File: src/rtl/codma_sched_pkg.sv
// Shared types for the CODMA task scheduler: FSM states, queue entry, error codes.
package codma_sched_pkg;

  typedef enum logic [2:0] {
    ST_IDLE,
    ST_LAUNCH,
    ST_WAIT_BUSY,
    ST_RUN,
    ST_ABORT,
    ST_DRAIN,
    ST_DONE
  } sched_state_t;

  // Requester id field is sized for the largest supported requester count (8).
  localparam int ID_FIELD_W = 3;

  typedef struct packed {
    logic [ID_FIELD_W-1:0] id;
    logic [31:0]           task_ptr;
    logic [31:0]           status_ptr;
  } sched_entry_t;

  localparam logic [1:0] ERR_OK       = 2'b00;
  localparam logic [1:0] ERR_TIMEOUT  = 2'b01;
  localparam logic [1:0] ERR_MISALIGN = 2'b10;
  localparam logic [1:0] ERR_NO_BUSY  = 2'b11;

  function automatic int max_int(input int a, input int b);
    return (a > b) ? a : b;
  endfunction

endpackage

File: src/rtl/codma_task_scheduler_if.sv
// DMA control port between the scheduler (master) and the DMA engine (slave).
interface codma_task_scheduler_if;
  logic        start;
  logic        stop;
  logic [31:0] task_pointer;
  logic [31:0] status_pointer;
  logic        busy;
  logic        irq;

  modport master (output start, stop, task_pointer, status_pointer, input busy, irq);
  modport slave  (input start, stop, task_pointer, status_pointer, output busy, irq);
endinterface

File: src/rtl/codma_sched_fifo.sv
// Task descriptor queue: push/pop in the same cycle, flush discards everything queued.
// The head is read asynchronously so the dispatcher can pop and latch in one cycle.
module codma_sched_fifo
  import codma_sched_pkg::*;
#(
  parameter  int DEPTH = 4,
  localparam int PTR_W = $clog2(DEPTH),
  localparam int LVL_W = PTR_W + 1
) (
  input  logic               clk_i,
  input  logic               reset_n_i,
  input  logic               push_i,
  input  sched_entry_t       push_data_i,
  input  logic               pop_i,
  output sched_entry_t       pop_data_o,
  input  logic               flush_i,
  output logic [LVL_W-1:0]   level_o
);

  sched_entry_t     mem [DEPTH];
  logic [PTR_W-1:0] wr_ptr_reg;
  logic [PTR_W-1:0] rd_ptr_reg;
  logic [LVL_W-1:0] level_reg;
  logic [PTR_W-1:0] wr_ptr_next;

  assign wr_ptr_next = push_i ? wr_ptr_reg + 1'b1 : wr_ptr_reg;
  assign pop_data_o  = mem[rd_ptr_reg];
  assign level_o     = level_reg;

  // Storage write; contents need no reset since level gates every read.
  always_ff @(posedge clk_i) begin
    if (push_i) begin
      mem[wr_ptr_reg] <= push_data_i;
    end
  end

  // Pointer and level bookkeeping; flush snaps the read pointer to the write pointer.
  always_ff @(posedge clk_i) begin
    if (!reset_n_i) begin
      wr_ptr_reg <= '0;
      rd_ptr_reg <= '0;
      level_reg  <= '0;
    end else begin
      wr_ptr_reg <= wr_ptr_next;
      if (flush_i) begin
        rd_ptr_reg <= wr_ptr_next;
        level_reg  <= '0;
      end else begin
        if (pop_i) begin
          rd_ptr_reg <= rd_ptr_reg + 1'b1;
        end
        level_reg <= level_reg + LVL_W'(push_i) - LVL_W'(pop_i);
      end
    end
  end

endmodule

File: src/rtl/codma_task_scheduler.sv
// CODMA task scheduler: round-robin intake from requesters into a queue, then
// one-at-a-time dispatch to the DMA engine with busy/irq tracking and timeout abort.
module codma_task_scheduler
  import codma_sched_pkg::*;
#(
  parameter  int NUM_REQ        = 4,
  parameter  int FIFO_DEPTH     = 4,
  parameter  int BUSY_WAIT      = 16,
  parameter  int TIMEOUT_CYCLES = 1024,
  localparam int ID_W           = $clog2(NUM_REQ),
  localparam int LVL_W          = $clog2(FIFO_DEPTH) + 1
) (
  input  logic                      clk_i,
  input  logic                      reset_n_i,
  input  logic [NUM_REQ-1:0]        req_valid_i,
  output logic [NUM_REQ-1:0]        req_ready_o,
  input  logic [NUM_REQ-1:0][31:0]  req_task_ptr_i,
  input  logic [NUM_REQ-1:0][31:0]  req_status_ptr_i,
  input  logic                      flush_i,
  codma_task_scheduler_if.master    dma,
  output logic                      done_valid_o,
  output logic [ID_W-1:0]           done_id_o,
  output logic [1:0]                done_err_o,
  output logic [LVL_W-1:0]          queue_level_o,
  output logic                      idle_o
);

  localparam int CNT_W = $clog2(max_int(BUSY_WAIT, TIMEOUT_CYCLES)) + 1;

  sched_state_t     state_reg;
  logic [CNT_W-1:0] cnt_reg;
  logic [ID_W-1:0]  rr_ptr_reg;
  logic [ID_W-1:0]  cur_id_reg;
  logic             start_reg;
  logic             stop_reg;
  logic [31:0]      task_ptr_reg;
  logic [31:0]      status_ptr_reg;
  logic             done_valid_reg;
  logic [ID_W-1:0]  done_id_reg;
  logic [1:0]       done_err_reg;

  logic [LVL_W-1:0] level;
  logic             can_accept;
  logic             grant_found;
  logic [ID_W-1:0]  grant_id;
  logic [ID_W-1:0]  scan_idx;
  logic             push;
  logic             pop;
  sched_entry_t     push_entry;
  sched_entry_t     head;
  logic             unused_id_bits;

  function automatic logic [ID_W-1:0] rr_wrap(input int v);
    return ID_W'((v >= NUM_REQ) ? v - NUM_REQ : v);
  endfunction

  // Full test uses the registered level, so a same-cycle pop never frees a slot early.
  assign can_accept = (level < LVL_W'(FIFO_DEPTH)) && !flush_i;
  assign push       = can_accept && grant_found;
  assign pop        = (state_reg == ST_IDLE) && (level != '0);

  // Round-robin scan: first valid requester at or after the pointer wins.
  always_comb begin
    req_ready_o = '0;
    grant_found = 1'b0;
    grant_id    = '0;
    scan_idx    = '0;
    for (int k = 0; k < NUM_REQ; k++) begin
      scan_idx = rr_wrap(int'(rr_ptr_reg) + k);
      if (!grant_found && req_valid_i[scan_idx]) begin
        grant_found = 1'b1;
        grant_id    = scan_idx;
      end
    end
    if (push) begin
      req_ready_o[grant_id] = 1'b1;
    end
  end

  always_comb begin
    push_entry            = '0;
    push_entry.id         = ID_FIELD_W'(grant_id);
    push_entry.task_ptr   = req_task_ptr_i[grant_id];
    push_entry.status_ptr = req_status_ptr_i[grant_id];
  end

  // Upper id bits are always zero when fewer than 8 requesters exist.
  assign unused_id_bits = ^head.id;

  codma_sched_fifo #(.DEPTH(FIFO_DEPTH)) u_fifo (
    .clk_i       (clk_i),
    .reset_n_i   (reset_n_i),
    .push_i      (push),
    .push_data_i (push_entry),
    .pop_i       (pop),
    .pop_data_o  (head),
    .flush_i     (flush_i),
    .level_o     (level)
  );

  // Round-robin pointer moves past the winner after every accept.
  always_ff @(posedge clk_i) begin
    if (!reset_n_i) begin
      rr_ptr_reg <= '0;
    end else if (push) begin
      rr_ptr_reg <= rr_wrap(int'(grant_id) + 1);
    end
  end

  // Dispatch FSM with registered DMA and completion outputs; counter restarts on every state entry.
  always_ff @(posedge clk_i) begin
    if (!reset_n_i) begin
      state_reg      <= ST_IDLE;
      cnt_reg        <= '0;
      cur_id_reg     <= '0;
      start_reg      <= 1'b0;
      stop_reg       <= 1'b0;
      task_ptr_reg   <= '0;
      status_ptr_reg <= '0;
      done_valid_reg <= 1'b0;
      done_id_reg    <= '0;
      done_err_reg   <= '0;
    end else begin
      start_reg      <= 1'b0;
      stop_reg       <= 1'b0;
      done_valid_reg <= 1'b0;
      cnt_reg        <= (cnt_reg == '1) ? cnt_reg : cnt_reg + 1'b1;
      case (state_reg)
        ST_IDLE: begin
          if (pop) begin
            cnt_reg    <= '0;
            cur_id_reg <= head.id[ID_W-1:0];
            if (head.task_ptr[1:0] != 2'b00) begin
              state_reg      <= ST_DONE;
              done_valid_reg <= 1'b1;
              done_id_reg    <= head.id[ID_W-1:0];
              done_err_reg   <= ERR_MISALIGN;
            end else begin
              state_reg      <= ST_LAUNCH;
              start_reg      <= 1'b1;
              task_ptr_reg   <= head.task_ptr;
              status_ptr_reg <= head.status_ptr;
            end
          end
        end
        ST_LAUNCH: begin
          state_reg <= ST_WAIT_BUSY;
          cnt_reg   <= '0;
        end
        ST_WAIT_BUSY: begin
          if (dma.busy) begin
            state_reg <= ST_RUN;
            cnt_reg   <= '0;
          end else if (cnt_reg == CNT_W'(BUSY_WAIT - 1)) begin
            state_reg      <= ST_DONE;
            cnt_reg        <= '0;
            done_valid_reg <= 1'b1;
            done_id_reg    <= cur_id_reg;
            done_err_reg   <= ERR_NO_BUSY;
          end
        end
        ST_RUN: begin
          // Completion is checked first so an irq on the timeout cycle still reports success.
          if (dma.irq || !dma.busy) begin
            state_reg      <= ST_DONE;
            cnt_reg        <= '0;
            done_valid_reg <= 1'b1;
            done_id_reg    <= cur_id_reg;
            done_err_reg   <= ERR_OK;
          end else if (cnt_reg == CNT_W'(TIMEOUT_CYCLES - 1)) begin
            state_reg <= ST_ABORT;
            cnt_reg   <= '0;
            stop_reg  <= 1'b1;
          end
        end
        ST_ABORT: begin
          state_reg <= ST_DRAIN;
          cnt_reg   <= '0;
        end
        ST_DRAIN: begin
          if (!dma.busy) begin
            state_reg      <= ST_DONE;
            cnt_reg        <= '0;
            done_valid_reg <= 1'b1;
            done_id_reg    <= cur_id_reg;
            done_err_reg   <= ERR_TIMEOUT;
          end
        end
        ST_DONE: begin
          state_reg <= ST_IDLE;
          cnt_reg   <= '0;
        end
        default: begin
          state_reg <= ST_IDLE;
          cnt_reg   <= '0;
        end
      endcase
    end
  end

  assign dma.start          = start_reg;
  assign dma.stop           = stop_reg;
  assign dma.task_pointer   = task_ptr_reg;
  assign dma.status_pointer = status_ptr_reg;
  assign done_valid_o       = done_valid_reg;
  assign done_id_o          = done_id_reg;
  assign done_err_o         = done_err_reg;
  assign queue_level_o      = level;
  assign idle_o             = (state_reg == ST_IDLE) && (level == '0);

endmodule

File: src/flat_wrapper.sv
// flat-port wrapper written by rule: the top's interface ports become plain ports
module codma_task_scheduler_flat import codma_sched_pkg::*;
#(
  parameter  int NUM_REQ        = 4,
  parameter  int FIFO_DEPTH     = 4,
  parameter  int BUSY_WAIT      = 16,
  parameter  int TIMEOUT_CYCLES = 1024,
  localparam int ID_W           = $clog2(NUM_REQ),
  localparam int LVL_W          = $clog2(FIFO_DEPTH) + 1
)
  (clk_i, reset_n_i, req_valid_i, req_ready_o, req_task_ptr_i, req_status_ptr_i, flush_i, done_valid_o, done_id_o, done_err_o, queue_level_o, idle_o, dma_start, dma_stop, dma_task_pointer, dma_status_pointer, dma_busy, dma_irq);
  codma_task_scheduler_if dma_i ();
  input  logic clk_i;
  input  logic reset_n_i;
  input  logic [NUM_REQ-1:0] req_valid_i;
  output logic [NUM_REQ-1:0] req_ready_o;
  input  logic [NUM_REQ-1:0][31:0] req_task_ptr_i;
  input  logic [NUM_REQ-1:0][31:0] req_status_ptr_i;
  input  logic flush_i;
  output logic done_valid_o;
  output logic [ID_W-1:0] done_id_o;
  output logic [1:0] done_err_o;
  output logic [LVL_W-1:0] queue_level_o;
  output logic idle_o;
  output wire logic [$bits(dma_i.start)-1:0] dma_start;
  output wire logic [$bits(dma_i.stop)-1:0] dma_stop;
  output wire logic [$bits(dma_i.task_pointer)-1:0] dma_task_pointer;
  output wire logic [$bits(dma_i.status_pointer)-1:0] dma_status_pointer;
  input wire logic [$bits(dma_i.busy)-1:0] dma_busy;
  input wire logic [$bits(dma_i.irq)-1:0] dma_irq;
  assign dma_start = dma_i.start;
  assign dma_stop = dma_i.stop;
  assign dma_task_pointer = dma_i.task_pointer;
  assign dma_status_pointer = dma_i.status_pointer;
  assign dma_i.busy = dma_busy;
  assign dma_i.irq = dma_irq;
  codma_task_scheduler #(.NUM_REQ(NUM_REQ), .FIFO_DEPTH(FIFO_DEPTH), .BUSY_WAIT(BUSY_WAIT), .TIMEOUT_CYCLES(TIMEOUT_CYCLES)) u_core (.clk_i(clk_i), .reset_n_i(reset_n_i), .req_valid_i(req_valid_i), .req_ready_o(req_ready_o), .req_task_ptr_i(req_task_ptr_i), .req_status_ptr_i(req_status_ptr_i), .flush_i(flush_i), .dma(dma_i), .done_valid_o(done_valid_o), .done_id_o(done_id_o), .done_err_o(done_err_o), .queue_level_o(queue_level_o), .idle_o(idle_o));
endmodule
File: config.mk
export PLATFORM = sky130hd
export DESIGN_NAME = codma_task_scheduler_flat
export DESIGN_NICKNAME = d
export VERILOG_FILES = /design/src/rtl/codma_sched_pkg.sv /design/src/rtl/codma_task_scheduler_if.sv /design/src/rtl/codma_sched_fifo.sv /design/src/rtl/codma_task_scheduler.sv /design/src/flat_wrapper.sv
export SDC_FILE = /design/constraint.sdc
export NUM_CORES = 1
export LEC_CHECK = 0
export CORE_MARGIN = 2
export CORE_UTILIZATION = 31
export CTS_BUF_LIST = sky130_fd_sc_hd__clkbuf_4
export DETAILED_ROUTE_END_ITERATION = 6
export GPL_TIMING_DRIVEN = 0
export PLACE_DENSITY = 0.65
export SLEW_MARGIN = 0
export SYNTH_ARGS = -nofsm -noshare
export SYNTH_HDL_FRONTEND = slang
export SYNTH_SLANG_ARGS = --single-unit
File: constraint.sdc
create_clock -name clk_i -period 4.9 [get_ports clk_i]
set_clock_uncertainty 0.05 [all_clocks]
set_input_delay 0.98 -clock clk_i [delete_from_list [all_inputs] [get_ports clk_i]]
set_output_delay 0.98 -clock clk_i [all_outputs]
set_load 0.1 [all_outputs]
* Word-level counts from Yosys, hierarchy flattened *
Memory sizes are Yosys's and may differ from the RTL's. A register that Yosys moved wholly into a read port is not among the register bits.
Index checks and enable logic that the tools add are counted.

cells by class
  reduce and logical (&&, ||, !) cells = 27
  $lt $le $gt $ge = 12
  add/subtract/negate cells = 14
  multipliers = 0
  equal/unequal tests = 16
  bitwise operators = 3
  shift-type cells = 0
  div/mod/pow operators = 0
  mux-type cells = 74

operator list
  kind                                                                           count
  32-bit binary-select mux with 2-bit select                                     2
  11-bit two-way mux                                                             7
  32-bit two-way mux                                                             2
  2-bit two-way mux                                                              26
  11-bit case mux with 4 select lines                                            1
  3-bit two-way mux                                                              7
  1-bit two-way mux                                                              19
  3-bit case mux with 6 select lines                                             1
  2-bit case mux with 4 select lines                                             2
  2-bit by 3-bit less-than comparator with 1-bit output (second input constant)  5
  3-bit >= comparator (second input constant)                                    4
  11-bit by 1-bit adder with 11-bit output (second input constant)               1
  11-bit by 10-bit == test with 1-bit output (second input constant)             1
  11-bit == test (second input constant)                                         1
  11-bit by 4-bit == test with 1-bit output (second input constant)              1
  2-bit by 1-bit subtractor with 2-bit output (second input constant)            5
  1-bit binary-select mux with 2-bit select                                      4
  1-bit logical AND                                                              8
  7-bit AND reduction                                                            1
  2-bit by 1-bit adder with 3-bit output (second input constant)                 2
  2-bit by 2-bit adder with 3-bit output (second input constant)                 2
  3-bit by 2-bit == test with 1-bit output (second input constant)               2
  3-bit == test (second input constant)                                          2
  3-bit zero test                                                                2
  other kinds (25)                                                               38

storage, ports and cells
  RAM bits = 264
  bits in latches = 0
  output and inout port bits = 79
  bits of input ports = 265
  ROM bits = 0
  word-level logic and storage cells = 161
  register bits = 96
  memories = 1

memory list
  memory             depth  bits a word  read ports  clocked after Yosys merged registers in  wr ports  RTL line                source
  u_core.u_fifo.mem  4      66           1           1                                        1         codma_sched_fifo.sv:20  sched_entry_t mem [DEPTH];

* Depth between registers and ports, before layout *
Gate-level depths: netlist of the first run.

  depth in word-level cells = 19
  depth in mapped cells = 10
  depth with buffers taken out = 9

* Cells and area by module *
From an unflattened synthesis of the first run, not the netlist that was laid out.

second synthesis, totals
  cells, all modules = 1051
  area, all modules = 15773.9 µm²

by module, submodules not included
  module                sequential area each (µm²)  area an instance (µm²)  instances  cells each
  codma_sched_fifo      8227.9                      10137.2                 1          391
  codma_task_scheduler  1781.7                      5636.7                  1          660

* Worst setup path before layout of the first run *
Ideal clock, no wire load.

  path kind = input-to-output
  start = input req_valid_i[2]
  end = output req_ready_o[1]
  path buffers = 3
  arrival = 3.076 ns
  path slack = 0.794 ns
  required time = 3.870 ns
  stages on the path = 9
  cells stage by stage = inv_1 -> o22ai_1 -> a221oi_1 -> nor2b_1 -> clkbuf_1 -> buf_2 -> buf_2 -> ha_1 -> and2_1

between the ends
  longest elaborated chain between the ends = 17
  elaborated cells on any way between the ends = 29
  those cells by class = order compare (2); mux (19); reduce/logical (8)

ends and longest elaborated chain
  what                                                                                                                                                  RTL line                    source
  from (decl)                                                                                                                                           flat_wrapper.sv:15          input logic [NUM_REQ-1:0] req_valid_i;
  1-bit binary-select mux with 2-bit select                                                                                                             codma_task_scheduler.sv:70  if (!grant_found && req_valid_i[scan_idx]) begin
  1-bit two-way mux (implied by the code)                                                                                                               codma_task_scheduler.sv:70
  1-bit two-way mux                                                                                                                                     codma_task_scheduler.sv:70
  1-bit zero test                                                                                                                                       codma_task_scheduler.sv:70
  1-bit logical AND                                                                                                                                     codma_task_scheduler.sv:70
  1-bit two-way mux                                                                                                                                     codma_task_scheduler.sv:70
  1-bit zero test                                                                                                                                       codma_task_scheduler.sv:70
  1-bit logical AND                                                                                                                                     codma_task_scheduler.sv:70
  [... 2 more ...]                                                                                                                                      n/a
  1-bit logical AND                                                                                                                                     codma_task_scheduler.sv:70
  2-bit two-way mux *                                                                                                                                   codma_task_scheduler.sv:70
  net u_core.grant_id[0]                                                                                                                                codma_task_scheduler.sv:45  logic [ID_W-1:0] grant_id;
  2-bit by 3-bit less-than comparator with 1-bit output (implied by the code) / 2-bit by 1-bit >= comparator with 1-bit output (equally long branches)  codma_task_scheduler.sv:76  req_ready_o[grant_id] = 1'b1;
  1-bit logical AND (implied by the code)                                                                                                               codma_task_scheduler.sv:76
  1-bit two-way mux (implied by the code)                                                                                                               codma_task_scheduler.sv:76
  1-bit demux with 2-bit select *                                                                                                                       n/a
  4-bit two-way mux *                                                                                                                                   codma_task_scheduler.sv:75  if (push) begin
  to (decl)                                                                                                                                             flat_wrapper.sv:16          output logic [NUM_REQ-1:0] req_ready_o;

The timed path passes the listed nets; every way through them passes the cells marked *. The select of a mux whose other input is x is not followed.

* Worst setup path in the final report of the first run *
  start = input req_valid_i[1]
  end = output req_ready_o[2]

The elaborated chain is that of the path after synthesis.

==> results of run 1 <==
synthesized netlist by cell type (9+ instances only):
cell,n
ha_1,11
mux4_2,65
mux2i_1,199
a21oi_1,63
dfxtp_1,98
nor2b_1,9
edfxtp_1,264
nor2_1,26
buf_2,19
o21ai_0,9
clkbuf_1,39
and2_1,11
inv_1,12
nand2_1,139
nor3_1,9
layout make-up:
type	instances	share of cell area [%]
clock buffer	157	5.550
multi-input combinational	618	25.18
buffer	65	1.343
antenna	1	0.01178
tap	672	3.959
timing repair buffer	346	16.56
clock inverter	24	0.6245
sequential	362	46.57
inverter	12	0.2121
path summary, 6_finish.rpt:
check                                                   from                                    endpoint  slack [ps]
setup reg to reg           u_core.rr_ptr_reg[0]$_SDFFE_PN0P_          u_core.u_fifo.mem[1][14]$_DFFE_PP_        1840
hold reg to reg   u_core.dma.status_pointer[10]$_SDFFE_PN0P_  u_core.dma.status_pointer[10]$_SDFFE_PN0P_         400
setup / recovery                              req_valid_i[1]                              req_ready_o[2]         240
hold / removal    u_core.dma.status_pointer[10]$_SDFFE_PN0P_  u_core.dma.status_pointer[10]$_SDFFE_PN0P_         400
critical path, cell delays in order:
cell,delay (ps)
clkdlybuf4s50_1,550
nand2b_1,130
a21oi_1,70
a221oi_1,290
nor2b_1,190
clkbuf_2,200
buf_6,240
buf_6,260
inv_1,90
ha_1,190
and2_1,140
buf_2,290
metrics by stage:
stage	cell area, µm²	TNS [ps]	hold WS (ps)
final	21240	0	403.1
after global placement	19800	-326580	392.8
after floorplan	15540	0	405.3
after detailed placement	19920	-7567	397.8
after global routing	21240	0	420.2
after CTS	21230	0	406.0
kinds of logic (layout without fill, tap and decap cells):
family	after synthesis	count (layout)	share of synthesized area [%]
DFF	362	362	63.65
xor gates and xnor gates	10	10	0.5638
buffers and inverters	78	604	2.038
and+or+nand+nor	231	231	6.652
other	0	1	0
muxes	265	265	22.32
adders and majority gates	12	12	1.015
AOI/OAI and AO/OA	100	100	3.761
cells in the final DEF (no fill, tap or decap), drive strengths merged, types with 8 or more instances in the layout:
cell type | Yosys | final
dfxtp | 98 | 98
o21ai | 9 | 9
inv | 12 | 15
nor2 | 27 | 27
and3 | 8 | 8
edfxtp | 264 | 264
mux4 | 65 | 65
buf | 27 | 32
clkdlybuf4s50 | 0 | 338
ha | 11 | 11
mux2i | 199 | 199
and2 | 11 | 11
nand2 | 139 | 139
a21oi | 63 | 63
clkinv | 0 | 21
clkbuf | 39 | 198
nor3 | 9 | 9
nor2b | 9 | 9
power by group through the flow:
stage	logic [mW]	registers (mW)	clock network, mW
finish	2.78	3.93	2.73
global route	2.99	3.96	3.00
CTS	2.83	3.93	2.83
detailed placement	2.83	4.00	0
global placement	2.76	4.00	0
floorplan	1.43	4.45	0
per-layer routing:
metal	vias to the layer above	share of wire (%)	GRT usage [%]	wire, µm
li1	4965	-	-	-
met1	5164	43	19.80	18160
met2	333	49	27.23	20620
met3	39	6.0	4.288	2527
met4	0	1.6	5.903	665
met5	-	0	0	0
timing repair:
action,CTS,global route
hold buffers,0,0
cloned,0,0
resized for setup,26,4
hold endpoints to repair,0,0
setup endpoints to repair,4,4
==> metrics.txt, run 1 <==
outcome=finished clean; Via density=4.653; WP data arrival=3630 ps; final-report setup violation count=0; die footprint=0.05192 mm²; period utilisation layout=95.00%; final core utilization=roughly 43%; Post-synth EDFFs=264; Slew headroom=25.38%; clock period minus worst slack=4655 ps; Sw Ratio=33.21%; fraction of layout cells with a size suffix above 1=17.05%; fmax=214.8 MHz; Max rail drop VDD=0.0001804 V; DR iter-0 viols=469; Leakage=around 8 nW; Synth Register Bits=362; share of the synthesized area in the top cell type=51.03%; pre-CTS setup slack=-1694 ps; most flop-heavy register=u_core.u_fifo.mem; YS warnings=0; post-route antenna net violation count=0; Hold Path Class=reg -> reg; clk buf depth=3; Design Power=9.440 mW; gr usage total=16.11%; Synth Instances=1058; Fillers=around 4.7k; port bufs=roughly 340; initial core utilization=a little under a third; crit start category=primary input; Setup Crit Path Kind=in -> out; max reg flops=264; top_reg_cell synth=edfxtp_1; Least-Margin Pin Slew=1116 ps; # nets final=1779; Multi-input gate area=0.005346 mm²; Die W=227.9 µm; Vias=10.50k; sequential fraction of the synthesis area=63.65%; area taken by flip-flops and latches=0.009889 mm²; cell taking the most area after synthesis=edfxtp_1; Internal=roughly 6.3 mW; mapped cell area=roughly 0.016 mm²; gpl congestion=0.7653; first-pass GRT wire length=between 60 and 70 mm; CTS tree=built; combinational fraction of design power=29.5%; largest fanout on the critical path=15; Area growth syn-to-layout=36.69%; switching pwr=3.135 mW; hold depth=2; Clk pwr share=between 20 and 30%; top cells by area, synth=edfxtp_1 51%, mux2i_1 13%, dfxtp_1 13%, mux4_2 9.4%, nand2_1 3.4%; WL/cell=18.59 µm; Post-Syn Area per Cell=14.68 µm²; Final Slew Violations=0; initial antenna violation count=2; Root Driver=clkbuf_4; max-cap violations=0; DRC=0; Placeable Area=0.04986 mm²; H-Tree Level Count=3; count of cell types in the netlist=46; final count of hold timing violations=0; PD cells=444.5 mW/mm²; vias in the first global route=11.05k; Post-synth ARST share=0%; number of CTS-inserted buffers=97; pin count of the biggest net entering global routing=between 40 and 50; GR Overflow Total=0; DP Wirelength=29.40 mm; RSZ-0062 raised after global routing=no; I/O Pins=344; Std-Cell Rows=82; TritonRoute pass-1 iters=5; Routed Wire Length=41.97 mm; Final Worst Setup Slack=around 240 ps; Reg2Reg Depth=7; Clock transition at path regs=60 ps; post-placement cell count=2076; Worst setup EP type=primary output; non-filler instance count after layout=between 2k and 2.5k; DIE HEIGHT=around 230 µm; clock sinks=362; clk_lat worst skew=810 ps; Post-Syn Nets=around 1.3k; Setup Fix Bufs, Post-CTS=0; Sequential Power Share=41.6%; Worst Path Required=3870 ps
(Power assumes the default switching activity.)
==> inputs of run 2 (changes only) <==
--- a/config.mk
+++ b/config.mk
@@ -5,6 +5,7 @@
 export SDC_FILE = /design/constraint.sdc
 export NUM_CORES = 1
 export LEC_CHECK = 0
+export CORE_ASPECT_RATIO = 1.5
 export CORE_MARGIN = 2
 export CORE_UTILIZATION = 31
 export CTS_BUF_LIST = sky130_fd_sc_hd__clkbuf_4
==> metrics.txt, run 2 (same netlist as run 1, synthesis figures left out) <==
CTS Hold Buffers Added=0 (unchanged); Placeable Area=0.04955 mm² (was 0.04986 mm²); Root Driver=clkbuf_4 (unchanged); period utilisation layout=95.08% (was 95.00%); WL/cell=19.21 µm (was 18.59 µm); initial core utilization=31.36% (was 31.16%); pin count of the biggest net entering global routing=36 (was 48); DR iter-0 viols=450 (was 469); Fillers=4684 (was 4672); Max rail drop VDD=0.0003945 V (was 0.0001804 V); DP Wirelength=30.15 mm (was 29.40 mm); Hold Path Class=reg -> reg (unchanged); fraction of layout cells with a size suffix above 1=15.39% (was 17.05%); TNS Setup=0 ps (unchanged); Clk pwr share=27.2% (was 28.9%); gr usage total=16.27% (was 16.11%); max-cap violations=0 (unchanged); die footprint=0.05196 mm² (was 0.05192 mm²); Final Slew Violations=0 (unchanged); Setup Fix Bufs, Post-CTS=0 (unchanged); Setup Crit Path Kind=in -> out (unchanged); Worst setup EP type=primary output (unchanged); Clock transition at path regs=60 ps (about the same); crit start category=primary input (unchanged); TritonRoute pass-1 iters=6 (was 5); combinational fraction of design power=30.3% (was 29.5%); commonest non-fill, non-tap cells in the layout=338 x clkdlybuf4s50_1, 264 x edfxtp_1, 199 x mux2i_1, 139 x nand2_1, 132 x clkbuf_4 (was 338 x clkdlybuf4s50_1, 264 x edfxtp_1, 199 x mux2i_1, 159 x clkbuf_4, 139 x nand2_1); DIE HEIGHT=278.2 µm (was 227.9 µm); post-route antenna net violation count=0 (unchanged); Leakage=7.728 nW (was 7.836 nW); WP data arrival=3630 ps (about the same); Std-Cell Rows=100 (was 82); minimum hold slack=403.6 ps (was 403.1 ps); Vias=10.50k (about the same); outcome=finished clean (unchanged); most flop-heavy register=u_core.u_fifo.mem (unchanged); Area growth syn-to-layout=35.70% (was 36.69%); GR Overflow Total=0 (unchanged); max reg flops=264 (unchanged); RSZ-0062 raised after global routing=no (unchanged); most common cell after layout, fill and taps aside=clkdlybuf4s50_1 (unchanged); Via density=4.719 (was 4.653); # nets final=1769 (was 1779); Die W=186.8 µm (was 227.9 µm); Slew headroom=24.94% (was 25.38%); Routed Wire Length=42.71 mm (was 41.97 mm); Internal=6.218 mW (was 6.305 mW); largest fanout on the critical path=16 (was 15); gpl congestion=0.8340 (was 0.7653); final-report setup violation count=0 (unchanged); Worst Path Required=3870 ps (about the same); clock period minus worst slack=4659 ps (was 4655 ps); Sw Ratio=32.79% (was 33.21%); final count of hold timing violations=0 (unchanged); Multi-input gate area=0.005349 mm² (was 0.005346 mm²); H-Tree Level Count=3 (unchanged); clk_lat worst skew=740 ps (was 810 ps); area taken by flip-flops and latches=0.009889 mm² (unchanged); switching pwr=3.033 mW (was 3.135 mW); pre-CTS setup slack=-1610 ps (was -1694 ps); Sequential Power Share=42.5% (was 41.6%); CTS tree=built (unchanged); number of CTS-inserted buffers=87 (was 97); vias in the first global route=11.13k (was 11.05k); fmax=214.6 MHz (was 214.8 MHz); clk buf depth=3 (unchanged); Final Worst Setup Slack=241.0 ps (was 244.9 ps); I/O Pins=344 (unchanged); first-pass GRT wire length=63.50 mm (was 63.74 mm); clock sinks=362 (unchanged); Least-Margin Pin Slew=1126 ps (was 1116 ps); initial antenna violation count=1 (was 2); PD cells=438.8 mW/mm² (was 444.5 mW/mm²); port bufs=342 (unchanged); DRC=0 (unchanged); Design Power=9.251 mW (was 9.440 mW)
==> run 2: changes by cell type in the layout (fill, tap and decap cells not counted), sizes merged <==
cell      delta
diode        +1
bufinv       +3
inv          -2
clkinvlp     +1
clkbuf      -27
==> run 2: stage by stage <==
stage	util (%)	cells	cell area, µm²
floorplan	-	1058	15540
global placement	39.94	2063	19790
detailed placement	40.17	2067	19900
CTS	42.53	2222	21070
global route	42.55	2223	21080
finish	42.55	2224	21080
==> run 2: path summary, 6_finish.rpt <==
check                                               start                                 endpoint  slack, ps  cells after the start
hold reg to reg   u_core.dma.task_pointer[6]$_SDFFE_PN0P_  u_core.dma.task_pointer[6]$_SDFFE_PN0P_        400                      2
hold / removal    u_core.dma.task_pointer[6]$_SDFFE_PN0P_  u_core.dma.task_pointer[6]$_SDFFE_PN0P_        400                      2
setup / recovery                           req_valid_i[1]                           req_ready_o[0]        240                     12
setup reg to reg        u_core.rr_ptr_reg[1]$_SDFFE_PN0P_       u_core.u_fifo.mem[0][14]$_DFFE_PP_       1920                      6
==> run 2: layout make-up <==
class	instances	area share, %
clock inverters	26	0.8961
flip-flops and latches	362	46.91
clock buffers	130	4.629
multi-input cells	618	25.37
inverters	12	0.2137
plain buffers	65	1.371
diodes	2	0.02374
repair buffers	346	16.65
well taps	663	3.935
==> run 2: critical path, stage by stage <==
cell and delay [ps]:
clkdlybuf4s50_1 540, nand2b_1 120, a21oi_1 70, a221oi_1 270
nor2b_2 260, clkbuf_1 170, buf_6 230, buf_6 260
inv_1 100, ha_1 190, and2_1 120, buf_2 280
==> run 2: metal layers <==
layer	global-route usage, %	vias up	wire (µm)
met2	31.42	335	23820
met4	7.021	0	1253
met1	16.97	5145	15670
li1	-	4936	-
met3	3.064	80	1971
met5	0	-	0
==> run 2: what timing repair did <==
item                                    in CTS  in global routing
endpoints found under the setup margin       4                  4
gates resized for setup                     25                  6
gates cloned                                 0                  0
==> run 2: power groups by stage <==
stage | Sequential (mW) | Combinational (mW) | Clock (mW)
6_report | 3.93 | 2.80 | 2.52
5_1_grt | 3.96 | 3.00 | 2.76
4_1_cts | 3.93 | 2.85 | 2.61
3_5_place_dp | 4.00 | 2.84 | 0
3_3_place_gp | 4.00 | 2.76 | 0
2_1_floorplan | 4.45 | 1.43 | 0
==> inputs of run 3 (changes only) <==
--- a/config.mk
+++ b/config.mk
@@ -12,6 +12,7 @@
 export DETAILED_ROUTE_END_ITERATION = 6
 export GPL_TIMING_DRIVEN = 0
 export PLACE_DENSITY = 0.65
+export REMOVE_ABC_BUFFERS = 1
 export SLEW_MARGIN = 0
 export SYNTH_ARGS = -nofsm -noshare
 export SYNTH_HDL_FRONTEND = slang
==> metrics.txt, run 3 (same netlist as run 1, synthesis figures left out) <==
die footprint=0.05196 mm² (unchanged); Setup Crit Path Kind=in -> out (unchanged); crit start category=primary input (unchanged); I/O Pins=344 (unchanged); period utilisation layout=95.51% (was 95.08%); DP Wirelength=24.84 mm (was 30.15 mm); outcome=finished clean (unchanged); PD cells=429.3 mW/mm² (was 438.8 mW/mm²); # nets final=1718 (was 1769); Routed Wire Length=37.56 mm (was 42.71 mm); port bufs=343 (was 342); Least-Margin Pin Slew=1136 ps (was 1126 ps); clock period minus worst slack=4680 ps (was 4659 ps); Slew headroom=24.00% (was 24.94%); sequence of cells on the critical path=clkdlybuf4s50_1 > nand2b_1 > a21oi_1 > a221oi_1 > nor2b_4 > ha_1 > and2_1 > dlygate4sd2_1 (was clkdlybuf4s50_1 > nand2b_1 > a21oi_1 > a221oi_1 > nor2b_2 > clkbuf_1 > buf_6 > buf_6 > inv_1 > ha_1 > and2_1 > buf_2); CTS tree=built (unchanged); delay-heaviest family, CP=buffers and inverters (unchanged); WP data arrival=3650 ps (was 3630 ps); H-Tree Level Count=3 (unchanged); clk_lat worst skew=740 ps (about the same); commonest non-fill, non-tap cells in the layout=339 x clkdlybuf4s50_1, 264 x edfxtp_1, 199 x mux2i_1, 138 x nand2_1, 120 x clkbuf_4 (was 338 x clkdlybuf4s50_1, 264 x edfxtp_1, 199 x mux2i_1, 139 x nand2_1, 132 x clkbuf_4); GR Overflow Total=0 (unchanged); Area growth syn-to-layout=35.80% (was 35.70%); final-report setup violation count=0 (unchanged); RSZ-0062 raised after global routing=no (unchanged); Via density=4.685 (was 4.719); Critical Path Slowest Stage Cell=dlygate4sd2_1 (was clkdlybuf4s50_1); gr usage total=14.33% (was 16.27%); Final Slew Violations=0 (unchanged); Leakage=7.734 nW (was 7.728 nW); hold endpoint=u_core.dma.task_pointer[3]$_SDFFE_PN0P_ (was u_core.dma.task_pointer[6]$_SDFFE_PN0P_); hold depth=2 (unchanged); pre-CTS setup slack=-31.61 ps (was -1610 ps); Hold Path Origin=u_core.dma.task_pointer[3]$_SDFFE_PN0P_ (was u_core.dma.task_pointer[6]$_SDFFE_PN0P_); largest fanout on the critical path=7 (was 16); Reg2Reg Depth=5 (was 6); Setup Fix Bufs, Post-CTS=0 (unchanged); DR iter-0 viols=351 (was 450); Worst Path Required=3870 ps (about the same); placed cell areas=0.02000 mm² (was 0.01990 mm²); Crit path buffers/inverters=2 (was 6); Root Driver=clkbuf_4 (unchanged); fraction of layout cells with a size suffix above 1=15.33% (was 15.39%); final count of hold timing violations=0 (unchanged); cell area after layout=0.02110 mm² (was 0.02108 mm²); WL/cell=17.24 µm (was 19.21 µm); Max rail drop VDD=0.0004163 V (was 0.0003945 V); Std-Cell Rows=100 (unchanged); max incr delay on CP=850 ps (was 540 ps); number of CTS-inserted buffers=86 (was 87); clk buf depth=3 (unchanged); reg-to-reg slack, setup=1610 ps (was 1920 ps); TritonRoute pass-1 iters=5 (was 6); fmax=213.7 MHz (was 214.6 MHz); pin count of the biggest net entering global routing=38 (was 36); Critical Path Stages=8 (was 12); Placeable Area=0.04955 mm² (unchanged); gpl congestion=0.7644 (was 0.8340); Clock transition at path regs=60 ps (about the same); DRC=0 (unchanged); Worst setup EP type=primary output (unchanged); Final Worst Setup Slack=220.1 ps (was 241.0 ps); post-route antenna net violation count=0 (unchanged); most flop-heavy register=u_core.u_fifo.mem (unchanged); clock sinks=362 (unchanged); Vias=10.21k (was 10.50k); DIE HEIGHT=278.2 µm (unchanged); Hold Path Class=reg -> reg (unchanged); Die W=186.8 µm (unchanged); max-cap violations=0 (unchanged); max reg flops=264 (unchanged); vias in the first global route=10.86k (was 11.13k); first-pass GRT wire length=57.95 mm (was 63.50 mm); initial antenna violation count=2 (was 1); initial core utilization=31.36% (unchanged); RR Endpoint=u_core.done_err_o[0]$_SDFFE_PN0P_ (was u_core.u_fifo.mem[0][14]$_DFFE_PP_); most common cell after layout, fill and taps aside=clkdlybuf4s50_1 (unchanged)
run 3: cell types whose count changed in the layout (fill, tap and decap cells not counted), moves of 5 or more:
cell,before,now
clkbuf_1,38,0
buf_2,18,0
clkbuf_4,132,120
buf_12,1,11
clkinv_1,17,26
buf_1,8,0
clkinv_2,3,8
run 3: worst max-delay path by stage:
stage / start / end / slack, ps
2_1_floorplan: req_valid_i[0] / req_ready_o[2] / -8500
3_3_place_gp: req_valid_i[0] / req_ready_o[2] / -13350
3_5_place_dp: req_valid_i[1] / req_ready_o[1] / -30
4_1_cts: req_valid_i[1] / req_ready_o[1] / 220
5_1_grt: req_valid_i[1] / req_ready_o[1] / 20
6_report: req_valid_i[1] / req_ready_o[1] / 220
run 3: layout make-up:
class / instances / area, µm²
tap: 663 / 829.5
clock buffer: 120 / 900.9
clock inverter: 40 / 197.7
sequential: 362 / 9897
inverter: 12 / 47.55
fill: 4667 / 28450
multi-input combinational: 618 / 5376
timing repair buffer: 361 / 3841
antenna: 3 / 7.507
run 3: routing by layer:
layer / vias up / global-route usage, % / share of wire [%]
li1: 4832 / - / -
met1: 5014 / 14.70 / 37
met2: 303 / 27.59 / 56
met3: 59 / 3.342 / 5.2
met4: 0 / 5.942 / 2.2
met5: - / 0 / 0
run 3: through the flow:
stage,utilization [%],TNS [ps],hold slack (ps),std cells,total power [mW]
2_1_floorplan,-,-1766800,405.3,992,6.098
3_3_place_gp,39.41,-3363630,393.3,1998,7.006
3_5_place_dp,40.36,-68.45,396.7,2016,6.790
4_1_cts,42.57,0,406.0,2176,9.215
5_1_grt,42.58,0,418.4,2179,9.555
6_report,42.58,0,403.8,2179,9.058
run 3: repair_timing:
item,in CTS,in global routing
endpoints found under the setup margin,4,0
gates resized for setup,4,0
endpoints found under the hold margin,0,0
hold buffers,0,0
run 3: tightest hold or removal path, stage by stage (launching register included):
cell and delay [ps]:
dfxtp_1 310, nand2_1 50, a21oi_1 50
run 3: where the power goes:
group	switching [mW]	leakage, nW	internal [mW]	total, mW
sequential	0.180	3.22	3.81	3.99
combinational	1.62	3.87	1.07	2.69
clock	1.18	0.647	1.20	2.38
